==> config.mk <==
export PLATFORM = sky130hd
export DESIGN_NAME = cndm_pcie_us_msi_irq
export DESIGN_NICKNAME = d
export VERILOG_FILES = /design/src/rtl/cndm_pcie_us_msi_irq.sv
export SDC_FILE = /design/constraint.sdc
export NUM_CORES = 1
export LEC_CHECK = 0
export CORE_MARGIN = 5
export CORE_UTILIZATION = 30
export DETAILED_ROUTE_END_ITERATION = 10
export MAX_ROUTING_LAYER = met4
export PLACE_DENSITY = 0.46
export SYNTH_ARGS = -nofsm -noshare
export SYNTH_HDL_FRONTEND = slang
export SYNTH_SLANG_ARGS = --single-unit
==> constraint.sdc <==
create_clock -name clk -period 5.5 [get_ports clk]
set_clock_uncertainty 0.15 [all_clocks]
set_input_delay 0.825 -clock clk [delete_from_list [all_inputs] [get_ports clk]]
set_output_delay 0.825 -clock clk [all_outputs]
set_load 0.05 [all_outputs]
==> src/rtl/cndm_pcie_us_msi_irq.sv <==
// Multi-vector MSI generator: latches per-source requests, arbitrates round-robin,
// folds sources onto the granted vectors and drives the UltraScale cfg_interrupt_msi_* port.
module cndm_pcie_us_msi_irq #(
    parameter int IRQ_N       = 32,
    parameter int TIMEOUT     = 1024,
    parameter int RETRY_DELAY = 256,
    parameter int HOLDOFF_W   = 16
) (
    input  logic                 clk,
    input  logic                 rst,
    input  logic [IRQ_N-1:0]     irq_req,
    input  logic [HOLDOFF_W-1:0] holdoff_cycles,
    input  logic                 cfg_interrupt_msi_enable,
    input  logic [2:0]           cfg_interrupt_msi_mmenable,
    output logic [31:0]          cfg_interrupt_msi_int,
    input  logic                 cfg_interrupt_msi_sent,
    input  logic                 cfg_interrupt_msi_fail,
    output logic [31:0]          cfg_interrupt_msi_pending_status,
    output logic                 cfg_interrupt_msi_pending_status_data_enable,
    output logic                 busy,
    output logic                 stat_sent,
    output logic                 stat_fail
);

    localparam int HOLD_MAX = 2 ** HOLDOFF_W;
    localparam int CNT_MAX  = (TIMEOUT > RETRY_DELAY) ?
                              ((TIMEOUT > HOLD_MAX) ? TIMEOUT : HOLD_MAX) :
                              ((RETRY_DELAY > HOLD_MAX) ? RETRY_DELAY : HOLD_MAX);
    localparam int CNT_W    = (CNT_MAX > 1) ? $clog2(CNT_MAX) : 1;

    typedef enum logic [2:0] {IDLE, ISSUE, WAIT, BACKOFF, HOLDOFF} state_t;

    state_t             state_reg;
    logic [IRQ_N-1:0]   pending_reg;
    logic [4:0]         rr_reg;
    logic [4:0]         sel_reg;
    logic [4:0]         vec_reg;
    logic [4:0]         mask_reg;
    logic [CNT_W-1:0]   cnt_reg;
    logic [31:0]        msi_int_reg;
    logic [31:0]        status_reg;
    logic [31:0]        status_d_reg;
    logic               data_enable_reg;
    logic               stat_sent_reg;
    logic               stat_fail_reg;

    logic [4:0]         fold_mask;
    logic [31:0]        status_next;
    logic [IRQ_N-1:0]   clr_mask;
    logic [IRQ_N-1:0]   fail_set;
    logic               fail_event;
    logic [2*IRQ_N-1:0] pend_dbl;
    logic [IRQ_N-1:0]   pend_rot;
    logic [4:0]         sel_off;
    logic [5:0]         sel_sum;
    logic [4:0]         sel_idx;
    logic               sel_found;
    logic [4:0]         rr_next;

    always_comb begin
        case (cfg_interrupt_msi_mmenable)
            3'd0:    fold_mask = 5'h00;
            3'd1:    fold_mask = 5'h01;
            3'd2:    fold_mask = 5'h03;
            3'd3:    fold_mask = 5'h07;
            3'd4:    fold_mask = 5'h0f;
            default: fold_mask = 5'h1f;
        endcase
    end

    // Rotate pending so the rr pointer sits at bit 0; the lowest set bit is the winner.
    assign pend_dbl = {pending_reg, pending_reg} >> rr_reg;
    assign pend_rot = pend_dbl[IRQ_N-1:0];

    always_comb begin
        sel_off = '0;
        for (int i = IRQ_N - 1; i >= 0; i--) begin
            if (pend_rot[i]) begin
                sel_off = 5'(i);
            end
        end
    end

    assign sel_found = |pending_reg;
    assign sel_sum   = {1'b0, rr_reg} + {1'b0, sel_off};
    assign sel_idx   = (sel_sum >= 6'(IRQ_N)) ? 5'(sel_sum - 6'(IRQ_N)) : 5'(sel_sum);
    assign rr_next   = (sel_reg == 5'(IRQ_N - 1)) ? 5'd0 : sel_reg + 5'd1;

    assign fail_event = (state_reg == WAIT) && !cfg_interrupt_msi_sent &&
                        (cfg_interrupt_msi_fail || (cnt_reg == '0));

    generate
        for (genvar gi = 0; gi < IRQ_N; gi++) begin : g_src
            assign clr_mask[gi] = (state_reg == ISSUE) && ((5'(gi) & mask_reg) == vec_reg);
            assign fail_set[gi] = fail_event && (sel_reg == 5'(gi));
        end

        for (genvar gi = 0; gi < 32; gi++) begin : g_vec
            logic [IRQ_N-1:0] member;
            for (genvar gj = 0; gj < IRQ_N; gj++) begin : g_member
                assign member[gj] = ((5'(gj) & fold_mask) == 5'(gi));
            end
            assign status_next[gi] = |(pending_reg & member);
        end
    endgenerate

    // A fresh request or a failed retry re-arms the bit even if it is being cleared.
    always_ff @(posedge clk or posedge rst) begin
        if (rst) begin
            pending_reg <= '0;
        end else begin
            pending_reg <= (pending_reg & ~clr_mask) | irq_req | fail_set;
        end
    end

    always_ff @(posedge clk or posedge rst) begin
        if (rst) begin
            status_reg      <= '0;
            status_d_reg    <= '0;
            data_enable_reg <= 1'b0;
        end else begin
            status_reg      <= status_next;
            status_d_reg    <= status_reg;
            data_enable_reg <= (status_reg != status_d_reg);
        end
    end

    always_ff @(posedge clk or posedge rst) begin
        if (rst) begin
            state_reg     <= IDLE;
            rr_reg        <= '0;
            sel_reg       <= '0;
            vec_reg       <= '0;
            mask_reg      <= '0;
            cnt_reg       <= '0;
            msi_int_reg   <= '0;
            stat_sent_reg <= 1'b0;
            stat_fail_reg <= 1'b0;
        end else begin
            msi_int_reg   <= '0;
            stat_sent_reg <= 1'b0;
            stat_fail_reg <= 1'b0;
            case (state_reg)
                IDLE: begin
                    // msi_int is launched here so it is high exactly for the ISSUE cycle.
                    if (cfg_interrupt_msi_enable && sel_found) begin
                        sel_reg     <= sel_idx;
                        vec_reg     <= sel_idx & fold_mask;
                        mask_reg    <= fold_mask;
                        msi_int_reg <= 32'd1 << (sel_idx & fold_mask);
                        state_reg   <= ISSUE;
                    end
                end
                ISSUE: begin
                    rr_reg    <= rr_next;
                    cnt_reg   <= CNT_W'(TIMEOUT - 1);
                    state_reg <= WAIT;
                end
                WAIT: begin
                    if (cfg_interrupt_msi_sent) begin
                        stat_sent_reg <= 1'b1;
                        cnt_reg       <= CNT_W'(holdoff_cycles);
                        state_reg     <= (holdoff_cycles == '0) ? IDLE : HOLDOFF;
                    end else if (fail_event) begin
                        stat_fail_reg <= 1'b1;
                        cnt_reg       <= CNT_W'(RETRY_DELAY - 1);
                        state_reg     <= BACKOFF;
                    end else begin
                        cnt_reg <= cnt_reg - 1'b1;
                    end
                end
                BACKOFF, HOLDOFF: begin
                    if (cnt_reg == '0) begin
                        state_reg <= IDLE;
                    end else begin
                        cnt_reg <= cnt_reg - 1'b1;
                    end
                end
                default: state_reg <= IDLE;
            endcase
        end
    end

    assign cfg_interrupt_msi_int                        = msi_int_reg;
    assign cfg_interrupt_msi_pending_status             = status_reg;
    assign cfg_interrupt_msi_pending_status_data_enable = data_enable_reg;
    assign busy                                         = (state_reg != IDLE);
    assign stat_sent                                    = stat_sent_reg;
    assign stat_fail                                    = stat_fail_reg;

endmodule
==> out/qor.yml, run 1 <==
floorplan:
  pin_count: 124
  die_w_um: 202
  initial_core_util_pct: 30.3
  fp-row-count: 70
  die_area_um2: 40700
  coreArea_um2: 36400
  die_h_um: 202
power_and_ir_drop:
  power.density_nw_per_um2: 456
  vdd_ir_drop_max_v: 0.000229
  power_w: 0.00619
  power.leakage_nw: 5.10
route:
  drt_first_pass_iters: 5
  wl_met3_um: 2720
  wirelength_met1_um: 17700
  num_vias: 9622
  via_per_inst: 5.60
  wl_um: 38800
  dr_wl_met2_um: 17400
  drt_iter0_markers: 1024
  wl_per_cell_um: 22.5
  top_layer: "met4"
  drcViolationCount: 0
  postRouteAntennaNets: 0
worst_setup_path:
  r2r_setup_slack_ps: 270
  r2r-end: "cfg_interrupt_msi_int[8]"
  crit_family: "compound AO/OA/AOI/OAI gates"
  timing.rr.start: "rr_reg[3]"
  start_kind: "flip-flop"
  worst-setup-path-type: "reg2reg"
  max_stage_delay_ps: 580
  critPathArrivalTime_ps: 5440
  slowest_stage: "dfrtp_4"
  path_buf_inv: 1
  endpoint: "cfg_interrupt_msi_int[8]"
  end_kind: "flip-flop"
  crit_top_cell: "a21oi_1"
  crit_fanout: 20
  crit_path_start: "rr_reg[3]"
  worstPathRequired_ps: 5710
  rr_worst_depth: 18
  critical_path.cell_chain: "buf_12 -> and2_1 -> a22o_1 -> or2_1 -> mux4_2 -> or2_2 -> a21oi_1 -> o221ai_1 -> o2111ai_1 -> a32oi_1 -> ha_1 -> fa_1 -> a21o_1 -> a21oi_1 -> xnor2_2 -> and2_2 -> mux2_2 -> nor3_2"
  crit_cells: 18
yosys:
  ys_warn_count: 0
  synth_area_um2: 11000
  synth_seq_cells: 170
  async_flop_share_pct: 100
  synth_edf_count: 0
  syn-num-nets: 1184
  synth.avg_cell_area_um2: 9.89
  netlist_instances: 1116
  yosys.area.top_type: "dfrtp_1"
  ys.flop_type: "dfrtp_1"
  synth.top_cell.area_share_pct: 38.6
  synth.distinct_cells: 79
  synth_area_leaders: "dfrtp_1, mux4_2, nand2_1"
  ys_seq_area_share_pct: 38.6
clocking:
  cts_tree: "done"
  cts_max_path_buffers: 2
  clk_pin_slew_ps: 70
  worstSkewPairLatency_ps: 450
  cts-hold-fix-buffers: 0
  cts_sinks: 170
  cts_made_buffers: 17
  h-tree-depth: 4
  cts_root_buffer: "clkbuf_16"
placed_design:
  portBuffers: 123
  pre_cts_ws_ps: 141
  hpwl_um: 28600
  place_congestion: 0.940
  dp.cells: 1679
finish:
  final_common_cell: "dfrtp_1"
  final_core_util_pct: 37.3
  synthToLayoutAreaGrowth_pct: 23.3
  layoutNonFillerInstCount: 1719
  antenna_cells: 0
  layout_common_cells: "dfrtp_1, clkdlybuf4s50_1, nand2_1, nor2_1, a21oi_1"
  fin_nets: 1306
  layout-drive-gt1-share_pct: 16.7
timing:
  slew_headroom_pct: 29.0
  rsz0062_at_grt: "no"
  worstMarginPinSlew_ps: 1050
  post-route-period-util_pct: 95.1
  min_period_ps: 5230
  max_freq_mhz: 191
  final_max_slew_viol_count: 0
  finalHoldViolCount: 0
  finalSetupViolCount: 0
  setup_tns_ps: 0
  finalWorstSetupSlack_ps: 271
grt:
  grt_overflow: 0
  grt_max_degree: 171
  track_usage_pct: 19.1
  grt_pass1_vias: 9369
  grt_pass1_wl_um: 58500
  antenna_found_initial: 0
flow_run:
  drv_cap: 0
worst_hold_path:
  hold_path.class: "reg2reg"
status:
  outcome: "finished, final reports clean"
[routing by layer]
metal / track usage (%) / up-vias
li1: - / 4382
met1: 26.6 / 4733
met2: 28.6 / 446
met3: 3.46 / 61
met4: 5.37 / 0
met5: - / -
[logic make-up after synthesis]
group / count (synthesis) / synth area share (%)
compound gates: 253 / 16.0
mux: 124 / 17.8
fa+ha+maj: 12 / 1.43
simple gates: 396 / 17.6
xor+xnor: 49 / 3.89
flops: 170 / 38.6
buf+inv: 112 / 4.72
[what timing repair did]
| item | CTS | global route |
|---|---|---|
| setup endpoints to repair | 0 | 33 |
| setup buffers | 0 | 7 |
| resized for setup | 0 | 7 |
[worst register-to-register path, stage by stage (launching register included)]
cell and delay (ps):
dfrtp_4 580, buf_12 200, and2_1 200, a22o_1 250, or2_1 320, mux4_2 510
or2_2 290, a21oi_1 200, o221ai_1 150, o2111ai_1 140, a32oi_1 170, ha_1 240
fa_1 430, a21o_1 180, a21oi_1 220, xnor2_2 120, and2_2 240, mux2_2 390
nor3_2 190
[how the worst min path moves through the flow]
stage,cells past startpoint,to,from,slack [ps]
5_1_grt,0,status_d_reg[1],cfg_interrupt_msi_pending_status[1],300
3_5_place_dp,0,status_d_reg[18],cfg_interrupt_msi_pending_status[18],260
4_1_cts,0,status_d_reg[15],cfg_interrupt_msi_pending_status[15],280
3_3_place_gp,0,status_d_reg[1],cfg_interrupt_msi_pending_status[1],260
6_report,0,status_d_reg[7],cfg_interrupt_msi_pending_status[7],270
2_1_floorplan,1,cnt_reg[15],cnt_reg[15],310
[power by group]
| group | internal [W] | total, W | switching (W) |
|---|---|---|---|
| Sequential | 0.00150 | 0.00187 | 0.000375 |
| Combinational | 0.00124 | 0.00311 | 0.00186 |
| Clock | 0.000664 | 0.00122 | 0.000555 |
[metrics by stage]
| stage | cell area, um2 | hold slack, ps |
|---|---|---|
| 3_5_place_dp | 12900 | 263 |
| 4_1_cts | 13500 | 280 |
| 5_1_grt | 13600 | 296 |
| 3_3_place_gp | 12900 | 259 |
| 2_1_floorplan | 11000 | 306 |
| 6_report | 13600 | 272 |
[synth_stat cells, drive strengths merged (11+ instances only)]
library cell	n
and3	11
nor2b	21
o21ai	49
inv	20
a21oi	72
dfrtp	170
clkbuf	58
xnor2	43
a221o	33
mux2i	46
nor4	19
nor2	87
ha	11
mux4	47
nand2	118
nor3	60
buf	33
nand3	13
nand4	14
mux2	31
and2	22
[layout make-up]
cell class | instances | area [um2]
Fill cell | 3689 | 22800
Multi-Input combinational cell | 835 | 6280
Sequential cell | 170 | 4260
Timing Repair Buffer | 193 | 1790
Tap cell | 468 | 586
Clock buffer | 20 | 457
Clock inverter | 12 | 131
Inverter | 21 | 86.3
Power figures use the tool's default switching activity.
==> inputs of run 2 (changes only) <==
CAP_MARGIN = 10   (was not set)
CORE_UTILIZATION = 52   (was 30)
PLACE_DENSITY = 0.74   (was 0.46)
==> run 2 against run 1 <==
Effect of this change: sequential power about the same; power shrank 0.97%; final area is 2.6% lower; largest cell class unchanged; sequential share of layout area rose by 0.82 points; global-route usage up 11 points; die area shrank 40%; critical path type unchanged; clock power is essentially flat; largest power group unchanged; critical path depth down 1; cell count fell by 12%; non-clock buffer count shrank 11; worst hold slack lost 9.9 ps.
==> out/qor.yml, run 2 (synthesized netlist as in run 1, its figures left out) <==
power_and_ir_drop:
  power.density_nw_per_um2: 463
  p_switching_w: 0.00276
  seqPwrFrac_pct: 30.1
  p_comb_share_pct: 49.8
  power.internal_w: 0.00337
  p_sw_share_pct: 45.0
  p_clk_share_pct: 20.1
  power.leakage_nw: 5.02
  vdd_ir_drop_max_v: 0.000321
floorplan:
  die_area_um2: 24200
  die_h_um: 156
  fp-row-count: 53
  die_w_um: 156
  coreArea_um2: 21000
  pin_count: 124
  initial_core_util_pct: 52.6
timing:
  min_period_ps: 5280
  post-route-period-util_pct: 96.0
  holdWs_ps: 262
  finalHoldViolCount: 0
  worstMarginPinSlew_ps: 915
  slew_headroom_pct: 38.3
  final_max_slew_viol_count: 0
  finalSetupViolCount: 0
  max_freq_mhz: 189
  finalWorstSetupSlack_ps: 219
status:
  outcome: "finished, final reports clean"
finish:
  multi_input_area_um2: 6270
  layout-drive-gt1-share_pct: 15.9
  final_core_util_pct: 63.2
  synthToLayoutAreaGrowth_pct: 20.0
  layout_common_cells: "dfrtp_1, clkdlybuf4s50_1, nand2_1, nor2_1, a21oi_1"
  fin_nets: 1294
  n_fill_cell: 1726
  final_common_cell: "dfrtp_1"
  seqCellArea_um2: 4260
  antenna_cells: 0
worst_setup_path:
  timing.rr.start: "rr_reg[0]"
  r2r_setup_slack_ps: 220
  critPathArrivalTime_ps: 5470
  worst-setup-path-type: "reg2reg"
  path_buf_inv: 1
  crit_top_cell: "mux4_1"
  worstPathRequired_ps: 5690
  crit_path_start: "rr_reg[0]"
  critical_path.cell_chain: "mux4_1 -> mux4_1 -> a222oi_1 -> buf_4 -> a211o_1 -> o211ai_1 -> a221oi_1 -> o2111ai_1 -> a32oi_1 -> ha_1 -> fa_1 -> a21o_1 -> a21oi_1 -> xnor2_1 -> nor2_1 -> mux2_4 -> nor3_1"
  endpoint: "cfg_interrupt_msi_int[1]"
  crit_family: "multiplexers"
  end_kind: "flip-flop"
  rr_worst_depth: 17
  slowest_stage: "mux4_1"
  max_stage_delay_ps: 670
  crit_cells: 17
  start_kind: "flip-flop"
  r2r-end: "cfg_interrupt_msi_int[1]"
  crit_fanout: 16
route:
  wl_um: 35000
  via_per_inst: 6.55
  num_vias: 9911
  drt_first_pass_iters: 7
  postRouteAntennaNets: 0
  drcViolationCount: 0
  wl_per_cell_um: 23.1
  drt_iter0_markers: 1359
worst_hold_path:
  hold_path.class: "reg2reg"
grt:
  grt_overflow: 0
  grt_pass1_wl_um: 55000
  track_usage_pct: 30.0
  grt_max_degree: 106
  grt_pass1_vias: 9566
  antenna_found_initial: 1
clocking:
  cts_tree: "done"
  cts_root_buffer: "clkbuf_16"
  cts_made_buffers: 17
  cts_sinks: 170
  h-tree-depth: 4
  cts-hold-fix-buffers: 0
  cts_max_path_buffers: 2
  clk_pin_slew_ps: 70
  worstSkewPairLatency_ps: 430
placed_design:
  hpwl_um: 25400
  pre_cts_ws_ps: 159
  place_congestion: 1.05
  portBuffers: 123
flow_run:
  drv_cap: 0
[run 2: cell types whose count changed in the layout (fill, tap and decap cells not counted), sizes merged]
cell,delta
buf,-11
mux2,-1
clkinv,-3
clkbuf,-1
inv,+5
clkinvlp,-1
[run 2: worst min path at each step]
stage                                                     from               end  slack (ps)  cells past startpoint
after global routing      cfg_interrupt_msi_pending_status[23]  status_d_reg[23]         290                      0
final                     cfg_interrupt_msi_pending_status[23]  status_d_reg[23]         260                      0
after detailed placement  cfg_interrupt_msi_pending_status[28]  status_d_reg[28]         260                      0
after global placement    cfg_interrupt_msi_pending_status[28]  status_d_reg[28]         250                      0
after floorplan                                    cnt_reg[15]       cnt_reg[15]         310                      1
after CTS                 cfg_interrupt_msi_pending_status[23]  status_d_reg[23]         270                      0
[run 2: stage by stage]
stage,TNS [ps],area (um2),total power [W],instances
after floorplan,0,11000,0.00397,1116
after global placement,0,12600,0.00478,1481
after detailed placement,0,12600,0.00482,1481
after CTS,0,13200,0.00605,1513
after global routing,-20.5,13200,0.00647,1514
final,0,13200,0.00613,1514
[run 2: layer usage]
| layer | track usage (%) | up-vias | part of all wire [%] |
|---|---|---|---|
| met5 | - | - | 0 |
| met4 | 12.3 | 0 | 4.9 |
| met3 | 5.52 | 131 | 11 |
| met2 | 44.3 | 671 | 45 |
| met1 | 41.1 | 4760 | 40 |
| li1 | - | 4349 | - |
[run 2: timing repair]
action / in CTS / in global routing
buffers inserted: 0 / 1
resized for setup: 0 / 6
endpoints found under the setup margin: 0 / 32
hold endpoints to repair: 0 / 0
[run 2: layout make-up]
cell class / instances / share of cell area, %
clock buffer: 19 / 3.42
multi-input combinational: 834 / 47.3
clock inverter: 13 / 1.10
inverter: 21 / 0.624
tap: 275 / 2.60
sequential: 170 / 32.2
timing repair buffer: 182 / 12.8
[run 2: power by group through the flow]
stage | logic (W) | clock network (W) | registers [W]
5_1_grt | 0.00329 | 0.00130 | 0.00188
2_1_floorplan | 0.00214 | 0 | 0.00183
6_report | 0.00305 | 0.00123 | 0.00185
4_1_cts | 0.00299 | 0.00124 | 0.00183
3_3_place_gp | 0.00294 | 0 | 0.00184
3_5_place_dp | 0.00297 | 0 | 0.00185
